File: src/rtl/absval_pkg.sv
// Shared constants, FSM encoding and width helper for the absval stage and its SAD accumulator.
package absval_pkg;

  localparam int unsigned WIDTH_DEF   = 8;
  localparam int unsigned BLK_LEN_DEF = 16;

  typedef enum logic {
    ST_ACCUM = 1'b0,
    ST_HOLD  = 1'b1
  } sad_state_e;

  // Ceiling log2; returns 0 for v <= 1.
  function automatic int unsigned clog2(input int unsigned v);
    int unsigned r;
    r = 0;
    for (int unsigned i = 0; i < 32; i++) begin
      if ((33'(1) << i) < 33'(v)) r = i + 1;
    end
    return r;
  endfunction

endpackage

File: src/rtl/absval_sad_core.sv
// Accumulator, sample counter and peak tracker for one block.
// Peak logic is built only when ABSVAL_SAD_PEAK_EN is defined.
module absval_sad_core import absval_pkg::*; #(
  parameter int unsigned WIDTH = WIDTH_DEF,
  parameter int unsigned CNT_W = 5,
  parameter int unsigned ACC_W = 12
) (
  input  logic             clk_i,
  input  logic             rst_i,
  input  logic             acc_en_i,
  input  logic             clr_i,
  input  logic [WIDTH-1:0] sample_i,
  output logic [CNT_W-1:0] cnt_o,
  output logic [ACC_W-1:0] acc_nxt_o,
  output logic [CNT_W-1:0] cnt_nxt_o,
  output logic [WIDTH-1:0] peak_nxt_o
);

  logic [ACC_W-1:0] acc_q, acc_d;
  logic [CNT_W-1:0] cnt_q, cnt_d;

  // Zero-extension keeps 8'h80 as +128.
  assign acc_nxt_o = acc_q + ACC_W'(sample_i);
  assign cnt_nxt_o = cnt_q + CNT_W'(1);
  assign cnt_o     = cnt_q;

  always_comb begin
    acc_d = acc_q;
    cnt_d = cnt_q;
    if (clr_i) begin
      acc_d = '0;
      cnt_d = '0;
    end else if (acc_en_i) begin
      acc_d = acc_nxt_o;
      cnt_d = cnt_nxt_o;
    end
  end

  always_ff @(posedge clk_i or posedge rst_i) begin
    if (rst_i) begin
      acc_q <= '0;
      cnt_q <= '0;
    end else begin
      acc_q <= acc_d;
      cnt_q <= cnt_d;
    end
  end

`ifdef ABSVAL_SAD_PEAK_EN
  logic [WIDTH-1:0] peak_q, peak_d;

  assign peak_nxt_o = (sample_i > peak_q) ? sample_i : peak_q;

  always_comb begin
    peak_d = peak_q;
    if (clr_i) begin
      peak_d = '0;
    end else if (acc_en_i) begin
      peak_d = peak_nxt_o;
    end
  end

  always_ff @(posedge clk_i or posedge rst_i) begin
    if (rst_i) begin
      peak_q <= '0;
    end else begin
      peak_q <= peak_d;
    end
  end
`else
  assign peak_nxt_o = '0;
`endif

endmodule

File: src/rtl/absval_sad_accum.sv
// Streaming sum-of-absolute-values block accumulator with valid/ready result handshake.
// Optional peak tracking is enabled by defining ABSVAL_SAD_PEAK_EN.
module absval_sad_accum import absval_pkg::*; #(
  parameter  int unsigned WIDTH   = WIDTH_DEF,
  parameter  int unsigned BLK_LEN = BLK_LEN_DEF,
  localparam int unsigned CNT_W   = clog2(BLK_LEN + 1),
  localparam int unsigned ACC_W   = WIDTH + clog2(BLK_LEN)
) (
  input  logic             inst_clk,
  input  logic             inst_rst,
  input  logic             in_valid,
  output logic             in_ready,
  input  logic [WIDTH-1:0] in_absval,
  input  logic             in_last,
  output logic             out_valid,
  input  logic             out_ready,
  output logic [ACC_W-1:0] out_sum,
  output logic [CNT_W-1:0] out_count,
  output logic [WIDTH-1:0] out_peak
);

  sad_state_e state_q, state_d;

  logic             accept, close;
  logic [CNT_W-1:0] cnt;
  logic [ACC_W-1:0] acc_nxt;
  logic [CNT_W-1:0] cnt_nxt;
  logic [WIDTH-1:0] peak_nxt;

  logic [ACC_W-1:0] out_sum_q, out_sum_d;
  logic [CNT_W-1:0] out_count_q, out_count_d;

  absval_sad_core #(
    .WIDTH (WIDTH),
    .CNT_W (CNT_W),
    .ACC_W (ACC_W)
  ) u_core (
    .clk_i      (inst_clk),
    .rst_i      (inst_rst),
    .acc_en_i   (accept),
    .clr_i      (close),
    .sample_i   (in_absval),
    .cnt_o      (cnt),
    .acc_nxt_o  (acc_nxt),
    .cnt_nxt_o  (cnt_nxt),
    .peak_nxt_o (peak_nxt)
  );

  // Gated by reset so in_ready is low during reset and high right after release.
  assign in_ready  = ~inst_rst & (state_q == ST_ACCUM);
  assign out_valid = (state_q == ST_HOLD);
  assign accept    = in_valid & in_ready;
  assign close     = accept & (in_last | (cnt == CNT_W'(BLK_LEN - 1)));

  always_comb begin
    state_d     = state_q;
    out_sum_d   = out_sum_q;
    out_count_d = out_count_q;
    unique case (state_q)
      ST_ACCUM: begin
        if (close) begin
          state_d     = ST_HOLD;
          out_sum_d   = acc_nxt;
          out_count_d = cnt_nxt;
        end
      end
      ST_HOLD: begin
        if (out_ready) state_d = ST_ACCUM;
      end
      default: state_d = ST_ACCUM;
    endcase
  end

  always_ff @(posedge inst_clk or posedge inst_rst) begin
    if (inst_rst) begin
      state_q     <= ST_ACCUM;
      out_sum_q   <= '0;
      out_count_q <= '0;
    end else begin
      state_q     <= state_d;
      out_sum_q   <= out_sum_d;
      out_count_q <= out_count_d;
    end
  end

  assign out_sum   = out_sum_q;
  assign out_count = out_count_q;

`ifdef ABSVAL_SAD_PEAK_EN
  logic [WIDTH-1:0] out_peak_q, out_peak_d;

  always_comb begin
    out_peak_d = out_peak_q;
    if (close) out_peak_d = peak_nxt;
  end

  always_ff @(posedge inst_clk or posedge inst_rst) begin
    if (inst_rst) begin
      out_peak_q <= '0;
    end else begin
      out_peak_q <= out_peak_d;
    end
  end

  assign out_peak = out_peak_q;
`else
  // Core drives a constant zero when peak tracking is not built.
  assign out_peak = peak_nxt;
`endif

endmodule

File: config.mk
export PLATFORM = sky130hd
export DESIGN_NAME = absval_sad_accum
export DESIGN_NICKNAME = d
export VERILOG_FILES = /design/src/rtl/absval_pkg.sv /design/src/rtl/absval_sad_core.sv /design/src/rtl/absval_sad_accum.sv
export SDC_FILE = /design/constraint.sdc
export NUM_CORES = 1
export LEC_CHECK = 0
export BUFFER_PORTS_ARGS = -buffer_cell sky130_fd_sc_hd__buf_2
export CAP_MARGIN = 0
export CORE_ASPECT_RATIO = 0.75
export CORE_MARGIN = 2
export CORE_UTILIZATION = 30
export CTS_BUF_LIST = sky130_fd_sc_hd__clkbuf_2
export DETAILED_ROUTE_END_ITERATION = 12
export PLACE_DENSITY = 0.59
export SLEW_MARGIN = 30
export SYNTH_ARGS = -nofsm -noshare
export SYNTH_HDL_FRONTEND = slang
export SYNTH_HIERARCHICAL = 1
export SYNTH_SLANG_ARGS = --single-unit
File: constraint.sdc
create_clock -name inst_clk -period 2.8 [get_ports inst_clk]
set_input_delay 0.56 -clock inst_clk [delete_from_list [all_inputs] [get_ports inst_clk]]
set_output_delay 0.56 -clock inst_clk [all_outputs]
set_load 0.02 [all_outputs]
==> results of run 1 <==
[layout by cell type (no fill, tap or decap), drive strengths merged, types with 4 or more instances in the layout]
cell type / count
clkbuf: 6
xor2: 8
a21oi: 12
inv: 10
mux2i: 5
xnor2: 8
buf: 34
ha: 9
conb: 8
nand3: 4
nand2: 8
mux2: 19
dfrtp: 35
nor2: 21
o21ai: 5
[state kept, by name, indices dropped and copies added, names as in the netlist]
register      flops
out_valid         1
out_sum          12
u_core/acc_q     12
u_core/cnt_o      5
out_count         5
[path summary, 6_finish.rpt]
kind	start	end	slack, ns	cells past startpoint
worst max-delay path	u_core/acc_q[0]	out_sum[6]	0.63	9
worst min-delay path	inst_rst	u_core/cnt_o[3]	0.31	2
worst max register to register	u_core/acc_q[0]	out_sum[6]	0.63	9
worst min register to register	out_sum[11]	out_sum[11]	0.52	1
max in group asynchronous	inst_rst	u_core/acc_q[6]	2.01	2
min in group inst_clk	out_ready	out_valid	0.35	2
[power breakdown]
group          total [mW]  leakage, nW  internal [mW]  switching, mW
Combinational        1.09        0.709          0.498          0.588
Clock               0.223       0.0281         0.0602          0.163
Sequential          0.817        0.448          0.684          0.132
[layout make-up]
cell class	count	area share [%]
clock buffer	6	1.25
inverter	10	1.56
tap	98	5.11
multi-input combinational	145	47.8
clock inverter	2	0.313
timing repair buffer	34	7.41
sequential	35	36.5
[metrics by stage]
stage,util [%],total power [mW],cells,hold slack [ns],worst slack [ns]
after detailed placement,34.4,1.92,322,0.488,0.324
final,34.9,2.13,330,0.307,0.628
after floorplan,-,1.67,206,0.486,0.525
after global routing,34.9,2.33,330,0.292,0.473
after global placement,34.4,1.91,322,0.485,0.376
after CTS,34.9,2.16,330,0.297,0.605
[worst reg2reg max path, stage by stage (launching register included)]
cell	delay (ns)
dfrtp_1	0.42
ha_1	0.20
inv_1	0.07
fa_1	0.25
nor2b_4	0.06
o31a_4	0.30
or2_1	0.23
a21oi_1	0.22
xnor2_1	0.09
mux2_2	0.26
[kinds of logic after synthesis]
family,Yosys count,share of synthesized area (%)
adders and majority gates,10,6.18
DFF,35,40.8
muxes,24,13.7
buffers and inverters,26,6.88
and+or+nand+nor,52,13.1
other,1,0.175
xor gates and xnor gates,16,6.53
AOI/OAI and AO/OA,35,12.5
[metal layers]
metal / GRT usage, % / vias to the layer above
met4: 3.65 / 0
li1: - / 746
met3: 3.56 / 2
met5: 0 / -
met1: 18.0 / 684
met2: 17.2 / 30
==> flow_metrics.env, run 1 <==
export IMPL_initial_core_util_pct=31.2
export IMPL_first_global_vias=1468
export IMPL_ios=40
export IMPL_die_area_um2=7850
export IMPL_crit_arrival_ns=2.44
export IMPL_drtIter0Drc=68
export IMPL_synth_seq_cells=35
export IMPL_synth_ff_type="dfrtp_1"
export IMPL_design_core_area_um2=6860
export IMPL_critical_path_top_delay_family="compound AO/OA/AOI/OAI gates"
export IMPL_power_density_nw_per_um2=886
export IMPL_fin_worst_skew_ns=0.0123
export IMPL_synth_edf_count=0
export IMPL_min_period_over_period_pct=77.6
export IMPL_crit_path_cell_trace="ha_1 -> inv_1 -> fa_1 -> nor2b_4 -> o31a_4 -> or2_1 -> a21oi_1 -> xnor2_1 -> mux2_2"
export IMPL_critPathMaxFanout=5
export IMPL_cts_sinks=35
export IMPL_ys_seq_area_share_pct=40.8
export IMPL_min_path_type="in2async"
export IMPL_ant_nets=0
export IMPL_cts_clk_slew_worst_paths_ns=0.18
export IMPL_layout_drive_gt1_share_pct=29.7
export IMPL_end_kind="register"
export IMPL_async_flop_share_pct=100
export IMPL_netlist_area_um2=2140
export IMPL_rows=26
export IMPL_min_period_ns=2.17
export IMPL_io_buffers=31
export IMPL_multiInputGateArea_um2=1150
export IMPL_avgViaCountPerCell=4.43
export IMPL_grt_pass1_wl_um=7360
export IMPL_synth_cell_types=50
export IMPL_antenna_diode_count=0
export IMPL_crit_type="reg2reg"
export IMPL_avgRoutedWirePerCell_um=13.2
export IMPL_grtUsageTotal_pct=12.2
export IMPL_critPathLaunchType="register"
export IMPL_synthTopCellsByCount="dfrtp_1, nor2_1, a21oi_1, mux2_2, inv_1"
export IMPL_place_congestion=0.790
export IMPL_cp_slowest_stage_delay_ns=0.42
export IMPL_tns_ns=0
export IMPL_die_w_um=102
export IMPL_final_seq_area_um2=876
export IMPL_maxSlewHeadroom_pct=50.1
export IMPL_root_buffer="clkbuf_2"
export IMPL_syn_avg_cell_area_um2=10.8
export IMPL_tightest_slew_ns=0.748
export IMPL_yosysWarnings=6
export IMPL_route_met3_wl_um=220
export IMPL_yosysTopAreaCellShare_pct=40.8
export IMPL_wl_met1_um=2290
export IMPL_drc_errors=0
export IMPL_antenna_found_initial=0
export IMPL_dpl_cell_area_um2=2360
export IMPL_syn_inst=199
export IMPL_area_growth_pct=11.8
export IMPL_dr_pass1_iters=4
export IMPL_rsz0062_at_grt="no"
export IMPL_dieHeight_um=77.2
export IMPL_setup_violations=0
export IMPL_ir_drop_mv=0.356
export IMPL_max_freq_mhz=460
export IMPL_grt_overflow_total=0
export IMPL_totalWireLength_um=4350
export IMPL_crit_required_ns=3.07
export IMPL_finalMaxSlewViolations=0
export IMPL_nFillCells=714
export IMPL_cts_tree="built"
export IMPL_power_leakage_nw=1.18
export IMPL_fin_area_um2=2400
export IMPL_yosysTopAreaCell="dfrtp_1"
export IMPL_cts_resized=0
export IMPL_nets=254
export IMPL_final_hold_viol_count=0
export IMPL_yosysMostFrequentCell="dfrtp_1"
export IMPL_clock_latency_ns=0.37
export IMPL_holdBufCountCts=0
export IMPL_cts_max_level=2
export IMPL_wl_met2_um=1820
export IMPL_vias=1462
export IMPL_grt_max_degree=19
export IMPL_clock_path_buffers=2
export IMPL_post_cts_buffers=0
export IMPL_dpl_hpwl_um=3250
export IMPL_max_cap_violations=0
export IMPL_cp_slowest_cell="dfrtp_1"
export IMPL_numCtsBuffers=5
export IMPL_crit_buf_inv=1
export IMPL_routed_top_layer="met4"
export IMPL_outcome="finished clean"
export IMPL_synth_area_top_cells="dfrtp_1, mux2_2, mux2_4"
No activity file was read; power rests on OpenSTA's default activity.
==> run 2: changes to the inputs <==
--- a/config.mk
+++ b/config.mk
@@ -12,7 +12,7 @@
 export CORE_UTILIZATION = 30
 export CTS_BUF_LIST = sky130_fd_sc_hd__clkbuf_2
 export DETAILED_ROUTE_END_ITERATION = 12
-export PLACE_DENSITY = 0.59
+export PLACE_DENSITY = 0.61
 export SLEW_MARGIN = 30
 export SYNTH_ARGS = -nofsm -noshare
 export SYNTH_HDL_FRONTEND = slang
==> constraint.sdc (replaced) <==
create_clock -name inst_clk -period 1.9 [get_ports inst_clk]
set_input_delay 0.38 -clock inst_clk [delete_from_list [all_inputs] [get_ports inst_clk]]
set_output_delay 0.38 -clock inst_clk [all_outputs]
set_load 0.02 [all_outputs]
==> flow_metrics.env, run 2 (synthesis results as in run 1) <==
export IMPL_root_buffer="clkbuf_2"
export IMPL_design_core_area_um2=6860
export IMPL_final_seq_area_um2=877
export IMPL_grt_overflow_total=0
export IMPL_drtIter0Drc=46
export IMPL_cts_tree="built"
export IMPL_max_cap_violations=0
export IMPL_die_area_um2=7850
export IMPL_multiInputGateArea_um2=1290
export IMPL_final_util_pct=39.8
export IMPL_antenna_found_initial=0
export IMPL_avgViaCountPerCell=4.58
export IMPL_grt_pass1_wl_um=7790
export IMPL_io_buffers=31
export IMPL_final_hold_viol_count=0
export IMPL_grtUsageTotal_pct=12.9
export IMPL_power_leakage_nw=1.32
export IMPL_nFillCells=684
export IMPL_fin_cells=353
export IMPL_vias=1617
export IMPL_first_global_vias=1595
export IMPL_hold_path_depth=2
export IMPL_power_density_nw_per_um2=1340
export IMPL_violations="setup timing"
export IMPL_ant_nets=0
export IMPL_place_ws_ns=-0.226
export IMPL_mostFrequentLayoutCells="dfrtp_1, buf_2, buf_4, nor2_1, mux2_2"
export IMPL_route_met3_wl_um=260
export IMPL_critPathLaunchType="register"
export IMPL_crit_arrival_ns=2.34
export IMPL_crit_type="reg2reg"
export IMPL_setup_violations=6
export IMPL_avgRoutedWirePerCell_um=13.6
export IMPL_finalMaxSlewViolations=0
export IMPL_dpl_hpwl_um=3490
export IMPL_end_kind="register"
export IMPL_wl_met2_um=2220
export IMPL_place_inst=340
export IMPL_grt_max_degree=18
export IMPL_dpl_cell_area_um2=2520
export IMPL_drc_errors=0
export IMPL_outcome="finished, violations left"
export IMPL_ios=40
export IMPL_place_congestion=0.799
export IMPL_clock_path_buffers=2
export IMPL_rsz0062_at_grt="yes"
export IMPL_fin_area_um2=2730
export IMPL_initial_core_util_pct=31.2
export IMPL_antenna_diode_count=0
export IMPL_numCtsBuffers=5
export IMPL_layout_commonest_cell="dfrtp_1"
export IMPL_cts_clk_slew_worst_paths_ns=0.16
export IMPL_wl_met1_um=2290
export IMPL_ir_drop_mv=0.705
export IMPL_crit_required_ns=2.19
export IMPL_hold_slack_ns=0.157
export IMPL_area_growth_pct=27.2
export IMPL_critPathMaxFanout=4
export IMPL_cp_slowest_stage_delay_ns=0.44
export IMPL_worst_slack_ns=-0.154
export IMPL_min_period_over_period_pct=108
export IMPL_die_w_um=102
export IMPL_cts_sinks=35
export IMPL_cp_slowest_cell="dfrtp_1"
export IMPL_max_freq_mhz=487
export IMPL_fin_worst_skew_ns=0.0138
export IMPL_totalWireLength_um=4810
export IMPL_min_path_type="in2reg"
export IMPL_dieHeight_um=77.2
export IMPL_layout_drive_gt1_share_pct=44.3
export IMPL_min_period_ns=2.05
export IMPL_dr_pass1_iters=4
export IMPL_rows=26
export IMPL_cts_max_level=2
export IMPL_nets=277
export IMPL_crit_path_cell_trace="ha_4 -> inv_2 -> fa_2 -> nor2b_4 -> o31a_4 -> or2_1 -> a21oi_2 -> xnor2_1 -> mux2_2"
export IMPL_routed_top_layer="met4"
export IMPL_r2r_cells=9
export IMPL_clock_latency_ns=0.39
==> run 2: cell count changes in the layout (fill, tap and decap cells not counted), sizes merged <==
| cell | change |
|---|---|
| buf | +22 |
| dlygate4sd3 | +1 |
==> run 2: final timing paths <==
check | startpoint | end | slack (ns)
min | out_ready | out_valid | 0.16
max | u_core/acc_q[0] | out_sum[6] | -0.15
min reg2reg | out_sum[1] | out_sum[1] | 0.52
max in group asynchronous | inst_rst | out_sum[2] | 0.90
min in group asynchronous | inst_rst | out_count[0] | 0.51
max reg2reg | u_core/acc_q[0] | out_sum[6] | -0.15
==> run 2: layout make-up <==
type                    instances  share of cell area [%]
multi-input cells             145                    47.4
flip-flops and latches         35                    32.1
repair buffers                 57                    13.2
well taps                      98                    4.49
inverters                      10                    1.38
clock buffers                   6                    1.10
clock inverters                 2                   0.275
==> run 2: worst max-delay path, delay by kind of cell (launching register included) <==
family	cells	cell delay, ns
multiplexers	1	0.25
AND/OR/NAND/NOR	2	0.30
buffers and inverters	1	0.05
adder cells (fa/ha/maj)	2	0.39
XOR/XNOR	1	0.07
flip-flops	1	0.44
AO/OA/AOI/OAI	2	0.46
==> run 2: metrics by stage <==
| step | power (mW) | TNS [ns] |
|---|---|---|
| floorplan | 2.49 | -0.133 |
| global placement | 3.01 | -1.34 |
| detailed placement | 3.05 | -1.51 |
| CTS | 3.51 | -0.411 |
| global route | 3.93 | -1.23 |
| finish | 3.66 | -0.515 |
==> run 2: where the power goes <==
| part | internal [mW] | switching (mW) |
|---|---|---|
| Combinational | 1.06 | 1.06 |
| Clock | 0.0885 | 0.250 |
| Sequential | 1.01 | 0.186 |
| Total | 2.16 | 1.49 |
==> run 2: repair_timing <==
action | in CTS | in global routing
pin swaps | 5 | 13
hold buffers | 1 | 0
hold endpoints to repair | 9 | 0
setup endpoints to repair | 9 | 13
buffers inserted | 2 | 2
gates resized for setup | 11 | 16
==> run 2: layer usage <==
metal	track usage, %	vias to the layer above
li1	-	791
met4	3.65	0
met5	0	-
met2	21.0	34
met1	16.8	787
met3	3.37	5
